File: config.mk
export PLATFORM = sky130hd
export DESIGN_NAME = daq_frame_packer
export DESIGN_NICKNAME = d
export VERILOG_FILES = /design/src/rtl/daq_frame_packer.sv
export SDC_FILE = /design/constraint.sdc
export NUM_CORES = 1
export LEC_CHECK = 0
export CORE_UTILIZATION = 30
export DETAILED_ROUTE_END_ITERATION = 6
export PLACE_DENSITY_LB_ADDON = 0.05
export REMOVE_ABC_BUFFERS = 1
export SYNTH_ARGS = -nofsm -noshare
export SYNTH_HDL_FRONTEND = slang
export SYNTH_SLANG_ARGS = --single-unit
File: constraint.sdc
create_clock -name clk -period 4.5 [get_ports clk]
set_clock_uncertainty 0.05 [all_clocks]
set_input_delay 0.9 -clock clk [delete_from_list [all_inputs] [get_ports clk]]
set_output_delay 0.9 -clock clk [all_outputs]
set_load 0.005 [all_outputs]
File: src/rtl/daq_frame_packer.sv
// daq_frame_packer
// Packs IN_W-bit readout FIFO words into OUT_W = IN_W*RATIO bit DAQ beats.
// Each packet is framed as HDR_BEATS header beats, a variable number of data
// beats and TRL_BEATS trailer beats. A short final data beat is filled with PAD.
// The output beat is registered. A new beat may load in the same cycle the
// held beat is consumed, so back-to-back beats have no idle cycle.
//
// Optional feature: define DAQ_PACKER_LENCHK_EN to enable the data-length check.
// When the MAX_DATA-th data beat completes without fifo_last, the block sets
// the sticky len_err flag. It then drops input words up to and including
// fifo_last, and goes on to the trailer.
//
// Ports:
//   clk, rst      clock; asynchronous active-high reset
//   fifo_data     input word
//   fifo_valid    input word valid
//   fifo_last     final data word (only looked at during the data section)
//   fifo_ready    word accepted when fifo_valid && fifo_ready
//   daq_data      output beat; first-accepted word in the MSBs
//   daq_valid     output beat valid
//   daq_header    beat is a header beat
//   daq_trailer   beat is a trailer beat
//   daq_ready     beat consumed when daq_valid && daq_ready
//   len_err       sticky data-length error (0 unless the length check is built)
module daq_frame_packer #(
   parameter int              IN_W      = 32,
   parameter int              RATIO     = 2,
   parameter int              HDR_BEATS = 1,
   parameter int              TRL_BEATS = 1,
   parameter logic [IN_W-1:0] PAD       = '0,
   parameter int              MAX_DATA  = 1024
) (
   input  logic                  clk,
   input  logic                  rst,
   input  logic [IN_W-1:0]       fifo_data,
   input  logic                  fifo_valid,
   input  logic                  fifo_last,
   output logic                  fifo_ready,
   output logic [IN_W*RATIO-1:0] daq_data,
   output logic                  daq_valid,
   output logic                  daq_header,
   output logic                  daq_trailer,
   input  logic                  daq_ready,
   output logic                  len_err
);

   localparam int OUT_W  = IN_W*RATIO;
   localparam int SLOT_W = $clog2(RATIO);
   localparam int BMAX   = (HDR_BEATS > TRL_BEATS) ? HDR_BEATS : TRL_BEATS;
   localparam int BC_W   = $clog2(BMAX+1);

   typedef enum logic [1:0] {
      HDR  = 2'd0,
      DATA = 2'd1,
      TRL  = 2'd2
`ifdef DAQ_PACKER_LENCHK_EN
      , DISCARD = 2'd3
`endif
   } phase_t;

   phase_t            phase_q, phase_d;
   logic [SLOT_W-1:0] slot_q;
   logic [BC_W-1:0]   bcnt_q;
   logic [OUT_W-1:0]  acc_q;
   logic [OUT_W-1:0]  beat_d;

   logic accept, last_w, slot_full, beat_done, discard, len_hit;
   logic hdr_end, trl_end;

   // Handshake and beat-completion decode
   always_comb begin
      discard = 1'b0;
`ifdef DAQ_PACKER_LENCHK_EN
      discard = (phase_q == DISCARD);
`endif
      // While dropping words no beat is produced, so input never has to wait
      fifo_ready = discard || !daq_valid || daq_ready;
      accept     = fifo_valid && fifo_ready;
      last_w     = (phase_q == DATA) && fifo_last;
      slot_full  = (slot_q == SLOT_W'(RATIO-1));
      beat_done  = accept && !discard && (slot_full || last_w);
      hdr_end    = (bcnt_q == BC_W'(HDR_BEATS-1));
      trl_end    = (bcnt_q == BC_W'(TRL_BEATS-1));
   end

   // Beat assembly: current word goes to its slot. On fifo_last the later slots
   // become PAD. Earlier slots come from the accumulator.
   always_comb begin
      beat_d = acc_q;
      for (int j = 0; j < RATIO; j++) begin
         if (SLOT_W'(j) == slot_q)
            beat_d[OUT_W-1-j*IN_W -: IN_W] = fifo_data;
         else if (last_w && (SLOT_W'(j) > slot_q))
            beat_d[OUT_W-1-j*IN_W -: IN_W] = PAD;
      end
   end

`ifdef DAQ_PACKER_LENCHK_EN
   localparam int DB_W = $clog2(MAX_DATA+1);
   logic [DB_W-1:0] dcnt_q;
   logic            len_err_q;

   always_comb
      len_hit = (phase_q == DATA) && beat_done && !last_w &&
                (dcnt_q == DB_W'(MAX_DATA-1));

   always_ff @(posedge clk or posedge rst) begin
      if (rst) begin
         dcnt_q    <= '0;
         len_err_q <= 1'b0;
      end else begin
         if (phase_q != DATA)
            dcnt_q <= '0;
         else if (beat_done)
            dcnt_q <= dcnt_q + 1'b1;
         if (len_hit)
            len_err_q <= 1'b1;
      end
   end

   assign len_err = len_err_q;
`else
   assign len_hit = 1'b0;
   assign len_err = 1'b0;
`endif

   // Phase state register
   always_ff @(posedge clk or posedge rst) begin
      if (rst) phase_q <= HDR;
      else     phase_q <= phase_d;
   end

   // Phase next-state
   always_comb begin
      phase_d = phase_q;
      case (phase_q)
         HDR:  if (beat_done && hdr_end) phase_d = DATA;
         DATA: begin
            if (beat_done && last_w) phase_d = TRL;
`ifdef DAQ_PACKER_LENCHK_EN
            else if (len_hit)        phase_d = DISCARD;
`endif
         end
         TRL:  if (beat_done && trl_end) phase_d = HDR;
`ifdef DAQ_PACKER_LENCHK_EN
         DISCARD: if (accept && fifo_last) phase_d = TRL;
`endif
         default: phase_d = HDR;
      endcase
   end

   // Slot, header/trailer beat counter and partial-beat accumulator
   always_ff @(posedge clk or posedge rst) begin
      if (rst) begin
         slot_q <= '0;
         bcnt_q <= '0;
         acc_q  <= '0;
      end else begin
         if (accept && !discard)
            acc_q <= beat_d;
         if (beat_done)
            slot_q <= '0;
         else if (accept && !discard)
            slot_q <= slot_q + 1'b1;
         if (phase_d != phase_q)
            bcnt_q <= '0;
         else if (beat_done && (phase_q == HDR || phase_q == TRL))
            bcnt_q <= bcnt_q + 1'b1;
      end
   end

   // Output beat register. A completing beat always takes priority, because
   // a beat can only complete when the held beat is empty or leaving this cycle.
   always_ff @(posedge clk or posedge rst) begin
      if (rst) begin
         daq_valid   <= 1'b0;
         daq_data    <= '0;
         daq_header  <= 1'b0;
         daq_trailer <= 1'b0;
      end else if (beat_done) begin
         daq_valid   <= 1'b1;
         daq_data    <= beat_d;
         daq_header  <= (phase_q == HDR);
         daq_trailer <= (phase_q == TRL);
      end else if (daq_ready) begin
         daq_valid   <= 1'b0;
      end
   end

endmodule

# Yosys cells after proc, flatten, opt, wreduce, memory -nomap -nowiden

Index checks and enable logic that the tools add are counted.

Register bits: 135

Bitwise logic cells: 1
Add/sub/neg operators: 2
Equal/unequal tests: 3
Magnitude comparators: 2
Multiplexer cells: 14
Reduce and logical (&&, ||, !) cells: 16

Operators with widths:

| cell                  | count |
|---|---|
| $mux W32              | 4 |
| $logic_and A1 B1 Y1   | 8 |
| $mux W1               | 6 |
| $mux W2               | 3 |
| $pmux W2 S3           | 1 |
| $reduce_bool A2 Y1    | 3 |
| $logic_or A1 B1 Y1    | 3 |
| $add A1 B1 Y1 const B | 2 |
| $eq A2 B1 Y1 const B  | 1 |
| $eq A2 B2 Y1 const B  | 1 |
| $gt A1 B1 Y1 const A  | 2 |
| $logic_not A2 Y1      | 1 |
| $ne A2 B2 Y1          | 1 |
| $logic_not A1 Y1      | 1 |
| $not A1 Y1            | 1 |

# Longest topological paths before layout

Depth in word-level cells: 9
Gate-level depth with buffers: 7
Gate-level depth less buffers: 3

# Worst setup path before layout

Ideal clock, no wire load.

Path kind: input port to output port
From: input port daq_ready
To: output port fifo_ready
Path buffers: 1
Slack: 2380 ps
Stages on the path: 2
Data arrival time: 1170 ps
Path through: nand2b_1 -> buf_4

Word-level cells in the longest chain between the ends: 1

RTL lines:

| element            | RTL line | source |
|---|---|---|
| start, declared    | 43       | `input logic daq_ready,` |
| $logic_or A1 B1 Y1 | 77       | `fifo_ready = discard \|\| !daq_valid \|\| daq_ready;` |
| end, declared      | 38       | `output logic fifo_ready,` |

Every way passes these cells.

# Worst setup path in the final report

Same ends and word-level chain as after synthesis.

==> results.toml <==
[global_routing]
grt_pass1_vias = 2684
grt_start_max_net_pins = 65
grt_pass1_wl_um = 14900
gr-total-overflow = 0
grt_usage_pct = 13.4
antenna_found_initial = 0

[timing]
finalCritPeriodShare_pct = 69.9
finalSetupViolCount = 0
rsz0062_at_grt = "no"
finalMaxSlewViolations = 0
setup_total_negative_slack_ns = 0
relSlewSlack_pct = 33.6
maxClockFrequency_mhz = 318
timing.final.crit_period_ns = 3.14
worstMarginPinSlew_ns = 0.995
report.final.hold_viol_count = 0

[setup_path]
critPathLaunchType = "input pin"
path_class = "input pin to primary output"
worst_ep_required_time_ns = 3.55
timing.critical_path.fanout_max = 8
worstPathArrival_ns = 2.19
setup.worst_path.end_class = "primary output"

[route]
vias = 2663
m1_wl_um = 4200
route.antenna.remaining_nets = 0
drt-pass1-iter-count = 4
avgRoutedWirePerCell_um = 16.4
top_signal_layer_used = "met4"
drc_errors = 0
routed-wl-met2_um = 4340
met3_wirelength_um = 526
average_via_count_per_standard_cell = 4.74
drt_first_iter_violations = 106
detail_route.wirelength_um = 9210

[floorplanning]
core.rowCount = 43
pin_count = 106
initial_core_util_pct = 30.9
dieWidth_um = 122
coreArea_um2 = 14000
dieHeight_um = 122
design.die.area_um2 = 14900

[power]
p_comb_share_pct = 39.2
switching_share_pct = 27.7
power.total_mw = 4.12
clock_power_share_pct = 19.8
p_int_mw = 2.98
power.density_cell_area_nw_per_um2 = 717
p_sw_mw = 1.14
seq_power_share_pct = 41.0
vdd_drop_max_uv = 293
p_leak_nw = 2.43

[cts]
hold_buffers = 0
clk_latency_ns = 0.35
clk_root_buffer_cell = "sky130_fd_sc_hd__clkbuf_16"
tritoncts.num_buffers = 9
post_cts_resize_count = 0
clk_transition_reported_paths_ns = 0.07
htree_levels = 3
cts_tree = "yes"
cts_post_setup_buffers_inserted = 0
cts_max_path_buffers = 2
tritoncts_num_sinks = 103

[job]
maxCapViolCount = 0

[cells_and_area]
antenna-diode-count = 0
area_growth_pct = 32.8
post-route-util_pct = 41.1
layout-drive-gt1-share_pct = 31.2
finish.net_count = 414

[logic_synthesis]
share_of_the_yosys_chip_area_belonging_to_registers_pct = 59.6
synth_cells = 284
yosysWarnings = 0
syn-cell-area_um2 = 4330
synth_area_leader_cell = "sky130_fd_sc_hd__dfrtp_1"
ys_types = 28
area_fraction_of_the_dominant_cell_type_after_synthesis_pct = 59.6
synth.avg_cell_area_um2 = 15.2
ys_ff_latch = 103
synth.area.top_cells = "sky130_fd_sc_hd__dfrtp_1 (60%), sky130_fd_sc_hd__mux2_2 (25%), sky130_fd_sc_hd__a22o_1 (6.5%)"

[placement]
finalWeightedCongestion = 0.686
dpl_wire_length_um = 5420
io_buffers = 104

[worst_hold_path]
hp_class = "flip-flop to flip-flop"

[status]
outcome = "finished, final reports clean"
==> kinds of logic (layout without fill, tap and decap cells) <==
family          after synthesis  after routing  synth area share (%)
mux                          97             97                  25.2
other cells                   1              1                0.0866
flops                       103            103                  59.6
simple gates                 15             15                  1.99
compound gates               41             41                  8.36
buf+inv                      27            125                  4.77
==> per-stage QoR <==
step | instance area (µm²) | hold slack (ns) | cells | setup slack [ns]
2_1_floorplan | 4130 | 0.424 | 259 | 0.846
3_3_place_gp | 5440 | 0.432 | 546 | 1.37
3_5_place_dp | 5440 | 0.430 | 546 | 1.36
4_1_cts | 5750 | 0.454 | 562 | 1.35
5_1_grt | 5750 | 0.467 | 562 | 1.28
6_report | 5750 | 0.444 | 562 | 1.36
==> layer usage <==
metal,vias up,GRT usage [%]
met4,0,5.95
met2,69,20.6
met3,9,4.49
li1,1220,-
met1,1365,17.1
met5,-,0
==> synth_stat cells, drive strengths merged <==
cell type,count
nand3,1
o2bb2ai,1
o21a,1
nand3b,1
nor2,2
a32o,1
dfrtp,103
o22ai,1
mux2,97
o21ai,1
buf,20
and3,2
and3b,1
clkbuf,5
a22o,32
o22a,2
nand2,3
nand2b,3
and4b,1
inv,2
conb,1
o211ai,1
a21oi,1
nor3,1
==> layout make-up <==
cell class	count	area [µm²]
repair buffers	107	1080
clock inverters	3	40.0
inverters	2	10.0
flip-flops and latches	103	2580
clock buffers	13	270
fillers	1351	8240
multi-input cells	154	1550
well taps	180	225
==> final timing paths <==
| path | slack [ns] | from | cells after the start | endpoint |
|---|---|---|---|---|
| max | 1.36 | daq_ready | 3 | fifo_ready |
| min | 0.44 | daq_data[23] | 1 | daq_data[23] |
| max reg2reg | 2.10 | slot_full | 3 | daq_data[59] |
| min reg2reg | 0.44 | daq_data[23] | 1 | daq_data[23] |
| max in group asynchronous | 2.72 | rst | 3 | slot_full |
| min in group asynchronous | 0.96 | rst | 2 | daq_data[16] |
==> layout by cell type, fill, tap and decap left out, types with 2 or more instances in the layout <==
master                              n
sky130_fd_sc_hd__mux2_2            97
sky130_fd_sc_hd__nand2b_1           3
sky130_fd_sc_hd__nand2_1            3
sky130_fd_sc_hd__dfrtp_1          102
sky130_fd_sc_hd__clkbuf_8           3
sky130_fd_sc_hd__clkbuf_16          9
sky130_fd_sc_hd__clkinv_2           2
sky130_fd_sc_hd__clkdlybuf4s50_1  104
sky130_fd_sc_hd__a22o_1            32
sky130_fd_sc_hd__buf_4              2
sky130_fd_sc_hd__o22a_1             2
sky130_fd_sc_hd__nor2_1             2
==> critical path: stages <==
cell and delay (ns):
sky130_fd_sc_hd__clkdlybuf4s50_1 0.45, sky130_fd_sc_hd__nand2b_1 0.29, sky130_fd_sc_hd__clkdlybuf4s50_1 0.56
==> flip-flops by register name, indices dropped and copies added, names as in the netlist <==
name	flops
phase_q	2
daq_valid	1
daq_trailer	1
daq_data	64
bcnt_q	1
daq_header	1
slot_full	1
acc_q	32
==> power groups by stage <==
stage,Sequential (mW),Combinational (mW),Clock [mW]
2_1_floorplan,1.66,0.833,0
3_3_place_gp,1.69,1.64,0
3_5_place_dp,1.71,1.66,0
4_1_cts,1.70,1.66,0.848
5_1_grt,1.76,1.77,0.881
6_report,1.69,1.62,0.816
No activity file was read; power rests on OpenSTA's default activity.
